$ cat src/rtl/matrix_mem_writer_if.sv
// Memory write port of the matrix writer.
// The writer drives a word address and a packed data word with a write
// request, and the memory answers with ready in the cycle it takes the word.
interface matrix_mem_writer_if #(
    parameter int ADDR_WIDTH = 16,
    parameter int DATA_WIDTH = 32
);
    logic                  we;
    logic [ADDR_WIDTH-1:0] addr;
    logic [DATA_WIDTH-1:0] wdata;
    logic                  ready;

    modport master (output we, output addr, output wdata, input ready);
    modport slave  (input we, input addr, input wdata, output ready);
endinterface

$ cat src/rtl/matrix_mem_writer.sv
// Downstream stage of the matrix normalizer.
// On start it snapshots the SIZE x SIZE matrix, packs the elements row-major
// and little-endian into memory words, and writes them one per accepted
// handshake. It also reports a per-frame byte checksum and a frame count.
module matrix_mem_writer #(
    parameter int WIDTH          = 8,
    parameter int SIZE           = 10,
    parameter int BYTES_PER_WORD = 4,
    parameter int ADDR_WIDTH     = 16,
    parameter int BASE_ADDR      = 0
) (
    input  logic                                i_clk,
    input  logic                                i_reset,
    input  logic                                i_start,
    input  logic [0:SIZE-1][0:SIZE-1][WIDTH-1:0] i_matrix,
    matrix_mem_writer_if.master                 mem_bus,
    output logic                                o_busy,
    output logic                                o_done,
    output logic [15:0]                         o_checksum,
    output logic [7:0]                          o_frame_count
);

    localparam int NELEM  = SIZE * SIZE;
    localparam int NWORDS = (NELEM + BYTES_PER_WORD - 1) / BYTES_PER_WORD;
    localparam int BUF_N  = NWORDS * BYTES_PER_WORD;
    localparam int BUF_W  = (BUF_N > 1) ? $clog2(BUF_N) : 1;
    localparam int IDX_W  = $clog2(NWORDS + 1);
    localparam int WORD_W = WIDTH * BYTES_PER_WORD;

    localparam logic [IDX_W-1:0]      LAST_IDX = IDX_W'(NWORDS - 1);
    localparam logic [ADDR_WIDTH-1:0] BASE     = ADDR_WIDTH'(BASE_ADDR);

    typedef enum logic {
        S_IDLE,
        S_WRITE
    } state_t;

    state_t                  r_state;

    // The buffer is padded to a whole number of words; pad slots hold zero
    // so the last word's unused lanes come out as zero without extra logic.
    logic [WIDTH-1:0]        r_buf     [0:BUF_N-1];
    logic [WIDTH-1:0]        w_capElem [0:BUF_N-1];

    logic [WORD_W-1:0]       w_firstWord;
    logic [WORD_W-1:0]       w_nextWord;
    logic [IDX_W-1:0]        w_nextIdx;
    logic [BUF_W-1:0]        w_nextBase;
    logic [15:0]             w_wordSum;

    logic                    r_we;
    logic [ADDR_WIDTH-1:0]   r_addr;
    logic [WORD_W-1:0]       r_wdata;
    logic [IDX_W-1:0]        r_wordIdx;
    logic [15:0]             r_sum;
    logic                    r_busy;
    logic                    r_done;
    logic [15:0]             r_checksum;
    logic [7:0]              r_frameCount;

    // Flatten the incoming matrix row-major into the padded element order.
    always_comb begin
        for (int e = 0; e < BUF_N; e++) begin
            if (e < NELEM) begin
                w_capElem[e] = i_matrix[e / SIZE][e % SIZE];
            end else begin
                w_capElem[e] = '0;
            end
        end
    end

    // Word 0 comes straight from the input so it can be presented in the cycle after start.
    always_comb begin
        w_firstWord = '0;
        for (int l = 0; l < BYTES_PER_WORD; l++) begin
            w_firstWord[l*WIDTH +: WIDTH] = w_capElem[l];
        end
    end

    // Following words are read from the captured buffer, element k*BPW in the low lane.
    always_comb begin
        w_nextIdx  = r_wordIdx + 1'b1;
        w_nextBase = BUF_W'(w_nextIdx) * BUF_W'(BYTES_PER_WORD);
        w_nextWord = '0;
        for (int l = 0; l < BYTES_PER_WORD; l++) begin
            w_nextWord[l*WIDTH +: WIDTH] = r_buf[w_nextBase + BUF_W'(l)];
        end
    end

    // Sum of the lanes of the word on the bus; pad lanes are zero so they add nothing.
    always_comb begin
        w_wordSum = '0;
        for (int l = 0; l < BYTES_PER_WORD; l++) begin
            w_wordSum = w_wordSum + 16'(r_wdata[l*WIDTH +: WIDTH]);
        end
    end

    // Snapshot the matrix on an accepted start; later input changes cannot reach the frame.
    always_ff @(posedge i_clk) begin
        if (r_state == S_IDLE && i_start) begin
            r_buf <= w_capElem;
        end
    end

    // Frame sequencer: present each word until accepted, then finish with done and the checksum.
    always_ff @(posedge i_clk) begin
        if (i_reset) begin
            r_state      <= S_IDLE;
            r_we         <= 1'b0;
            r_addr       <= BASE;
            r_wdata      <= '0;
            r_wordIdx    <= '0;
            r_sum        <= '0;
            r_busy       <= 1'b0;
            r_done       <= 1'b0;
            r_checksum   <= '0;
            r_frameCount <= '0;
        end else begin
            r_done <= 1'b0;
            case (r_state)
                S_IDLE: begin
                    if (i_start) begin
                        r_wdata   <= w_firstWord;
                        r_addr    <= BASE;
                        r_we      <= 1'b1;
                        r_busy    <= 1'b1;
                        r_wordIdx <= '0;
                        r_sum     <= '0;
                        r_state   <= S_WRITE;
                    end
                end
                S_WRITE: begin
                    if (r_we && mem_bus.ready) begin
                        if (r_wordIdx < LAST_IDX) begin
                            r_sum     <= r_sum + w_wordSum;
                            r_wordIdx <= w_nextIdx;
                            r_addr    <= r_addr + 1'b1;
                            r_wdata   <= w_nextWord;
                        end else begin
                            r_sum        <= r_sum + w_wordSum;
                            r_checksum   <= r_sum + w_wordSum;
                            r_frameCount <= r_frameCount + 1'b1;
                            r_we         <= 1'b0;
                            r_busy       <= 1'b0;
                            r_done       <= 1'b1;
                            r_state      <= S_IDLE;
                        end
                    end
                end
                default: begin
                    r_state <= S_IDLE;
                end
            endcase
        end
    end

    assign mem_bus.we    = r_we;
    assign mem_bus.addr  = r_addr;
    assign mem_bus.wdata = r_wdata;
    assign o_busy        = r_busy;
    assign o_done        = r_done;
    assign o_checksum    = r_checksum;
    assign o_frame_count = r_frameCount;

endmodule

$ cat src/flat_wrapper.sv
// flat-port wrapper written by rule: the top's interface ports become plain ports
module matrix_mem_writer_flat 
#(
    parameter int WIDTH          = 8,
    parameter int SIZE           = 10,
    parameter int BYTES_PER_WORD = 4,
    parameter int ADDR_WIDTH     = 16,
    parameter int BASE_ADDR      = 0
)
  (i_clk, i_reset, i_start, i_matrix, o_busy, o_done, o_checksum, o_frame_count, mem_bus_we, mem_bus_addr, mem_bus_wdata, mem_bus_ready);
  matrix_mem_writer_if #(.ADDR_WIDTH(ADDR_WIDTH)) mem_bus_i ();
  input  logic i_clk;
  input  logic i_reset;
  input  logic i_start;
  input  logic [0:SIZE-1][0:SIZE-1][WIDTH-1:0] i_matrix;
  output logic o_busy;
  output logic o_done;
  output logic [15:0] o_checksum;
  output logic [7:0] o_frame_count;
  output wire logic [$bits(mem_bus_i.we)-1:0] mem_bus_we;
  output wire logic [$bits(mem_bus_i.addr)-1:0] mem_bus_addr;
  output wire logic [$bits(mem_bus_i.wdata)-1:0] mem_bus_wdata;
  input wire logic [$bits(mem_bus_i.ready)-1:0] mem_bus_ready;
  assign mem_bus_we = mem_bus_i.we;
  assign mem_bus_addr = mem_bus_i.addr;
  assign mem_bus_wdata = mem_bus_i.wdata;
  assign mem_bus_i.ready = mem_bus_ready;
  matrix_mem_writer #(.WIDTH(WIDTH), .SIZE(SIZE), .BYTES_PER_WORD(BYTES_PER_WORD), .ADDR_WIDTH(ADDR_WIDTH), .BASE_ADDR(BASE_ADDR)) u_core (.i_clk(i_clk), .i_reset(i_reset), .i_start(i_start), .i_matrix(i_matrix), .mem_bus(mem_bus_i), .o_busy(o_busy), .o_done(o_done), .o_checksum(o_checksum), .o_frame_count(o_frame_count));
endmodule
$ cat config.mk
export PLATFORM = sky130hd
export DESIGN_NAME = matrix_mem_writer_flat
export DESIGN_NICKNAME = d
export VERILOG_FILES = /design/src/rtl/matrix_mem_writer_if.sv /design/src/rtl/matrix_mem_writer.sv /design/src/flat_wrapper.sv
export SDC_FILE = /design/constraint.sdc
export NUM_CORES = 1
export LEC_CHECK = 0
export CAP_MARGIN = 20
export CORE_AREA = 4 4 341 343
export DETAILED_ROUTE_END_ITERATION = 6
export DIE_AREA = 0 0 345 347
export GPL_TIMING_DRIVEN = 0
export SLEW_MARGIN = 5
export SYNTH_ARGS = -nofsm -noshare
export SYNTH_HDL_FRONTEND = slang
export SYNTH_SLANG_ARGS = --single-unit
$ cat constraint.sdc
create_clock -name i_clk -period 44.1 [get_ports i_clk]
set_clock_uncertainty 0.2 [all_clocks]
set_input_delay 4.41 -clock i_clk [delete_from_list [all_inputs] [get_ports i_clk]]
set_output_delay 4.41 -clock i_clk [all_outputs]
set_load 0.05 [all_outputs]
After elaboration in Yosys (flattened, before gate mapping) --
Cells that the tools add are included.
Cells by class: bitwise logic cells 7, reduce and logical (&&, ||, !) cells 7, order comparisons 5, muxes and demuxes 35, equal/unequal tests 4, add/sub/neg operators 10
Operators by type and width (number):
- $bmux 8 s7 | 4
- $mux 32 | 3
- $mux 16 | 4
- $mux 8 | 8
- $pmux 16 s2 | 2
- $pmux 32 s2 | 1
- $add 16x8->16 | 2
- $ge 8x8->1 const B | 4
- $not 7->8 | 4
- $add 16x1->16 const B | 1
- $add 16x16->16 | 1
- $mux 5 | 3
- $add 7x2->7 const B | 2
- $pmux 5 s2 | 1
- $add 8x8->9 | 1
- $reduce_and 3->1 | 3
- $add 8x1->8 const B | 1
- $ne 2x2->1 const B | 4
- $add 7x1->7 const B | 1
- $mux 1 | 7
- $add 5x1->5 const B | 1
- $lt 5x5->1 const B | 1
- $pmux 1 s2 | 2
- $not 1->1 | 3
- 3 further kinds | 4
Word-level totals: output and inout bits 75, logic and storage cells 177, bits of input ports 804, flip-flop bits (word level) 896

Depth between registers and ports, before layout --
Gate-level depths: netlist of the first run.
depth after elaboration 9, gate-level depth with buffers 20, depth with buffers taken out 20

Least setup slack after synthesis of the first run --
Ideal clock, no wire load.
path type input -> register, from input port i_start, to register u_core.r_wdata[24], in the netlist u_core.mem_bus.wdata[24], library setup time 0.158 ns, path slack 15.048 ns, path buffers 1, arrival 28.693 ns, stages 5, required time 43.742 ns, cell sequence nand2b_1 > inv_2 > buf_1 > a22oi_1 > o22ai_1
On the way: cells in the longest elaborated chain, start to end 2
RTL lines:
- start, declared | line flat_wrapper.sv:14 | input logic i_start;
- $ne 2x2->1 (no source line)
- $reduce_and 3->1 (no source line)
- end signal, assigned | line matrix_mem_writer.sv:123 | r_wdata <= w_firstWord;
- end signal, assigned | line matrix_mem_writer.sv:138 | r_wdata <= w_nextWord;
- end, declared | line matrix_mem_writer.sv:53 | logic [WORD_W-1:0] r_wdata;
Every way passes these cells. A chain may end at the register's enable or synchronous reset.

Final worst setup path of the first run --
from input port i_start, to register u_core.r_buf[236] in the netlist's numbering (enable)
On the way: cells in the longest elaborated chain, start to end 1
RTL lines:
- $logic_and 1x1->1 | line matrix_mem_writer.sv:100 | if (r_state == S_IDLE && i_start) begin
- end signal, assigned | line matrix_mem_writer.sv:101 | r_buf <= w_capElem;
- end, declared | line matrix_mem_writer.sv:42 | logic [WIDTH-1:0] r_buf [0:BUF_N-1];
Every way passes these cells.

==> results.toml, run 1 <==
[logic_synthesis]
syn_avg_cell_area_um2 = 18.9
synth_edf_count = 800
ys_seq_area_share_pct = 73.2
ys_seq_elements = 896
synth_top_cell_area_share_pct = 67.7
synthTopCellsByArea = "edfxtp_1, mux4_2, dfxtp_1"
syn-cell-area_um2 = 35500
synth_ff_type = "edfxtp_1"
postSynthNetCount = 2726
ys_async_sr_fraction_pct = 0
synth_cells = 1880
synth_area_leader_cell = "edfxtp_1"
ys_types = 56
synth-warning-count = 0

[cts]
cts-root-buf = "clkbuf_16"
clock_latency_ns = 0.69
postCtsSetupRepairBufs = 0
clock_sinks = 896
cts_made_buffers = 101
holdBufCountCts = 0
tritoncts = "yes"
cts_resized = 0
htree_levels = 3
clk_path_buf_depth = 3
cts.clk_slew.worst_paths_ns = 0.06

[global_routing]
grt_pass1_wl_um = 177000
antenna_found_initial = 43
grt_max_degree = 43
grt_pass1_vias = 23149
grt_remaining_overflow = 0
grt_usage_pct = 21.2

[final_layout]
drive_gt1_share_pct = 15.4
fin_nets = 3738
stdcell_area_um2 = 50100
area_growth_pct = 41.1
fillers = 10099

[floorplan]
die_h_um = 347
rows = 124
die_w_um = 345
core-area_um2 = 114000
start_util_pct = 31.2
ios = 879
dieArea_um2 = 120000

[critical_path]
crit_chain = "clkdlybuf4s50_1, nand2b_1, inv_2, buf_2, buf_12, buf_12, buf_12, buf_12, buf_12"
crit_path_start_kind = "input port"
critPathMostFrequentCell = "buf_12"
slowest_delay_ns = 0.69
cpLargestDelayFamily = "buffers and inverters"
required_ns = 44.26
arrival_ns = 7.62
worst_setup_path_end_kind = "flop"
cp_max_fo = 42
worstSetupPathType = "in2reg"
crit_buf_inv = 8
worst_path_max_delay_cell = "buf_2"

[sta]
period_share_pct = 16.9
finalCriticalPeriod_ns = 7.45
relSlewSlack_pct = 25.0
slew_violations = 0
finalHoldViolations = 0
fin_tns_setup_ns = 0
rsz0062_at_grt = "no"
setup_viol = 0
worst_pin_slew_ns = 1.12
max_freq_ghz = 0.134

[detailed_routing]
wl_per_cell_um = 29.0
viasPerCell = 4.85
first_iter_violations = 1790
ant_nets = 0
drt-met1-wl_um = 48200
met3_length_um = 11100
drt-total-wl_um = 131000
via_count = 21922
highest_layer = "met5"
wl_met2_um = 67300
drc = 0
dr.pass1.iters = 5

[place]
place_area_um2 = 46700
port_buffers = 878
dp_hpwl_um = 104000
routabilityCongestion = 0.860

[flow_run]
max-cap-violations = 0

[power]
p_leak_nw = 16.6
power.density_nw_per_um2 = 40.1
peakVddDrop_mv = 0.0276

[status]
outcome = "completed"

[min_path]
hold_path.class = "reg2reg"
[cells by family (layout without fill, tap and decap cells)]
logic type,Yosys count,in the layout,share of synthesized area (%)
xor gates and xnor gates,44,44,1.09
buffers and inverters,150,1248,2.07
muxes,194,194,12.3
DFF,896,896,73.2
AOI/OAI and AO/OA,238,238,5.26
and+or+nand+nor,316,316,4.31
adders and majority gates,42,42,1.84
other,0,29,0
[worst min-delay path, cell delays in order (launching register included)]
cell	delay, ns
dfxtp_1	0.31
nand2_1	0.05
a21oi_1	0.05
[layout make-up]
| class | instances | area [um^2] | share of cell area (%) |
|---|---|---|---|
| Clock buffer | 131 | 2700 | 5.40 |
| Tap cell | 1512 | 1890 | 3.78 |
| Antenna cell | 29 | 72.6 | 0.145 |
| Timing Repair Buffer | 909 | 9340 | 18.7 |
| Clock inverter | 58 | 551 | 1.10 |
| Sequential cell | 896 | 25900 | 51.8 |
| Multi-Input combinational cell | 834 | 8820 | 17.6 |
| Inverter | 45 | 169 | 0.337 |
| Buffer | 105 | 567 | 1.13 |
[state kept, by name (all words and copies together) (netlist names)]
name                  count
u_core.r_state            1
u_core.o_checksum        16
u_core.r_wordIdx          5
u_core.o_done             1
u_core.r_sum             16
u_core.mem_bus.wdata     32
u_core.mem_bus.addr      16
u_core.mem_bus.we         1
u_core.o_frame_count      8
u_core.r_buf            800
[metal layers]
metal / vias to the layer above / global-route usage, %
met5: - / 0
met4: 12 / 8.35
met3: 174 / 6.52
met2: 919 / 37.0
met1: 11127 / 24.4
li1: 9690 / -
[cells in the final DEF (no fill, tap or decap), types with 5 or more instances in the layout]
cell / n
and3_1: 7
buf_12: 22
clkbuf_1: 65
xnor2_1: 23
nor2b_1: 68
a2111oi_2: 21
ha_1: 25
mux4_2: 192
a21oi_1: 37
nand3_1: 28
clkbuf_16: 103
nand2_1: 112
a22oi_1: 64
buf_4: 20
fa_1: 17
nand4_1: 9
o22ai_1: 34
diode_2: 29
nor3_1: 8
clkinv_2: 16
clkinv_1: 19
clkdlybuf4s50_1: 878
buf_6: 8
a31oi_1: 5
a211oi_1: 6
nand2b_1: 8
bufinv_16: 7
a32o_1: 32
clkinv_4: 6
inv_1: 44
dfxtp_1: 96
edfxtp_1: 800
buf_2: 40
o21ai_0: 12
nor2_1: 58
xor2_1: 21
a2111oi_1: 9
[per-stage QoR]
stage	cells	utilization, %	total power, mW	setup slack, ns	hold slack, ns
2_1_floorplan	1880	-	1.12	15.05	0.248
3_3_place_gp	4270	40.6	1.25	3.10	0.246
3_5_place_dp	4300	41.1	1.19	35.89	0.249
4_1_cts	4489	44.0	2.03	36.64	0.257
5_1_grt	4511	44.1	2.08	36.44	0.283
6_report	4519	44.1	2.01	36.65	0.256
[path summary, 6_finish.rpt]
path | startpoint | endpoint | slack (ns) | cells past startpoint
min reg2reg | u_core.o_checksum[9] | u_core.o_checksum[9] | 0.26 | 2
min | u_core.o_checksum[9] | u_core.o_checksum[9] | 0.26 | 2
max reg2reg | u_core.mem_bus.wdata[8] | u_core.o_checksum[11] | 38.94 | 20
max | i_start | u_core.r_buf[236] | 36.65 | 9
[cells in the mapped netlist (all sizes together), types with 4 or more instances]
cell type	instances
buf	66
inv	45
clkbuf	39
edfxtp	800
a22oi	64
nand3	28
xor2	21
nor3	8
a32o	32
a21o	4
a31oi	5
nor2b	68
dfxtp	96
nor2	58
fa	17
a21oi	38
xnor2	23
and3	7
a2111oi	32
ha	25
nand3b	4
nand2b	8
a211oi	6
nand4	9
nand2	113
mux4	192
o21ai	14
o22ai	34
[where the power goes]
group	switching (mW)	internal (mW)
registers	0.0157	0.977
logic	0.0810	0.102
clock network	0.358	0.476
total	0.454	1.56
Power figures use the tool's default switching activity.
==> inputs of run 2 (changes only) <==
clock period = 7.6 ns   (was 44.1 ns; I/O delays follow)
==> run 2 against run 1 <==
Count of clock-buffer cells in the layout decreased by 6. Sequential power grew to 5.8 times the previous value. Flip-flop and latch count stayed put. First-iteration DRC count is 3.2% higher. Register-to-register slack got worse by 37 ns. Via count decreased by 0.84%. Worst setup slack got worse by 34 ns. Combinational power increased to 5.7 times the previous value. Core utilization decreased by 0.17 points.
==> results.toml, run 2 (synthesized netlist as in run 1, its figures left out) <==
[status]
outcome = "completed"

[sta]
fin_tns_setup_ns = 0
max_freq_ghz = 0.190
slew_violations = 0
setup_viol = 0
finalHoldViolations = 0
worst_pin_slew_ns = 1.21
holdWs_ns = 0.253
fin_ws_ns = 2.34
relSlewSlack_pct = 18.8
rsz0062_at_grt = "no"
period_share_pct = 69.3
finalCriticalPeriod_ns = 5.26

[power]
pwr-share-seq_pct = 49.2
power.density_nw_per_um2 = 235
p_int_mw = 9.11
power.share.clock_pct = 42.0
p_switching_mw = 2.61
switching_share_pct = 22.3
p_leak_nw = 16.5
peakVddDrop_mv = 0.170
p_comb_share_pct = 8.8

[cts]
postCtsSetupRepairBufs = 0
cts_made_buffers = 102
holdBufCountCts = 0
cts-root-buf = "clkbuf_16"
clock_sinks = 896
htree_levels = 3
clk_path_buf_depth = 3
clock_latency_ns = 0.69
cts_resized = 0
tritoncts = "yes"
cts.clk_slew.worst_paths_ns = 0.06

[floorplan]
core-area_um2 = 114000
ios = 879
die_w_um = 345
dieArea_um2 = 120000
rows = 124
start_util_pct = 31.2
die_h_um = 347

[final_layout]
top_register = "u_core.r_buf"
final_common_cell = "clkdlybuf4s50_1"
largest_reg_flops = 800
stdcell_area_um2 = 49900
drive_gt1_share_pct = 15.1
fin_nets = 3725
final_cell_mix = "clkdlybuf4s50_1, edfxtp_1, mux4_2"
area_growth_pct = 40.6

[global_routing]
grt_pass1_vias = 22504
grt_max_degree = 119
grt_remaining_overflow = 0
grt_pass1_wl_um = 173000
grt_usage_pct = 20.8
antenna_found_initial = 40

[detailed_routing]
viasPerCell = 4.83
ant_nets = 0
via_count = 21737
first_iter_violations = 1848
dr.pass1.iters = 5
drc = 0
drt-total-wl_um = 128000
wl_per_cell_um = 28.5

[critical_path]
worstSetupPathType = "reg2reg"
slowest_delay_ns = 0.52
cpLargestDelayFamily = "adder cells"
cp_max_fo = 5
crit_buf_inv = 3
worst_path_max_delay_cell = "fa_1"
worst_setup_path_end_kind = "flop"
crit_chain = "ha_1, inv_1, fa_1, nor2b_1, o21ai_0, nand2b_1, a21o_1, a21oi_1, xnor2_1, fa_1, inv_1, fa_1, inv_1, ha_1, and3_1, a221oi_1, o211ai_1, nand4_1, xor2_1, a211oi_1"
arrival_ns = 5.64
crit_path_start_kind = "flop"
required_ns = 7.97

[flow_run]
max-cap-violations = 0

[place]
routabilityCongestion = 0.845
dp_hpwl_um = 101000
place_ws_ns = 2.45
port_buffers = 878
place_area_um2 = 46400

[min_path]
hold_path.class = "reg2reg"
[run 2: cell count changes in the layout (fill, tap and decap cells not counted), moves of 2 or more]
cell / delta
buf_12: -22
clkbuf_1: -6
buf_16: +5
buf_2: +4
bufinv_16: +3
clkinv_1: +3
a2111oi_0: +2
a2111oi_1: -2
clkinv_16: +2
clkinv_2: -2
clkinv_4: -2
[run 2: final cells by class]
cell class	instances	area, um^2
fill	10066	63700
sequential	896	25900
timing repair buffer	895	9030
multi-input combinational	834	8820
clock buffer	125	2680
tap	1512	1890
clock inverter	62	679
buffer	105	578
inverter	45	169
antenna	28	70.1
[run 2: per-stage QoR]
| step | util (%) | cells | power, mW |
|---|---|---|---|
| 4_1_cts | 43.8 | 4474 | 11.9 |
| 3_3_place_gp | 40.6 | 4270 | 6.95 |
| 6_report | 43.9 | 4502 | 11.7 |
| 5_1_grt | 43.9 | 4494 | 12.1 |
| 3_5_place_dp | 40.9 | 4287 | 6.91 |
| 2_1_floorplan | - | 1880 | 6.27 |
[run 2: layer usage]
layer	vias up	wire (um)	track usage (%)
met4	12	4430	8.17
met2	924	65700	35.8
li1	9640	-	-
met3	181	10300	6.00
met5	-	79	0
met1	10980	48000	24.8
[run 2: tightest hold or removal path: stages, from the launching register on]
cell and delay, ns:
dfxtp_1 0.31, nand2_1 0.05, a21oi_1 0.05
[run 2: power by group through the flow]
stage | sequential [mW] | combinational (mW) | clock (mW)
after floorplan | 5.91 | 0.354 | 0
after global placement | 5.94 | 1.02 | 0
after detailed placement | 5.86 | 1.04 | 0
after CTS | 5.76 | 1.05 | 5.05
after global routing | 5.78 | 1.10 | 5.26
final | 5.76 | 1.04 | 4.92
[run 2: final timing paths]
check / from / endpoint / slack, ns / depth (start not counted)
hold / removal: u_core.o_checksum[5] / u_core.o_checksum[5] / 0.25 / 2
setup / recovery: u_core.mem_bus.wdata[8] / u_core.o_checksum[13] / 2.34 / 20
hold reg to reg: u_core.o_checksum[5] / u_core.o_checksum[5] / 0.25 / 2
setup reg to reg: u_core.mem_bus.wdata[8] / u_core.o_checksum[13] / 2.34 / 20
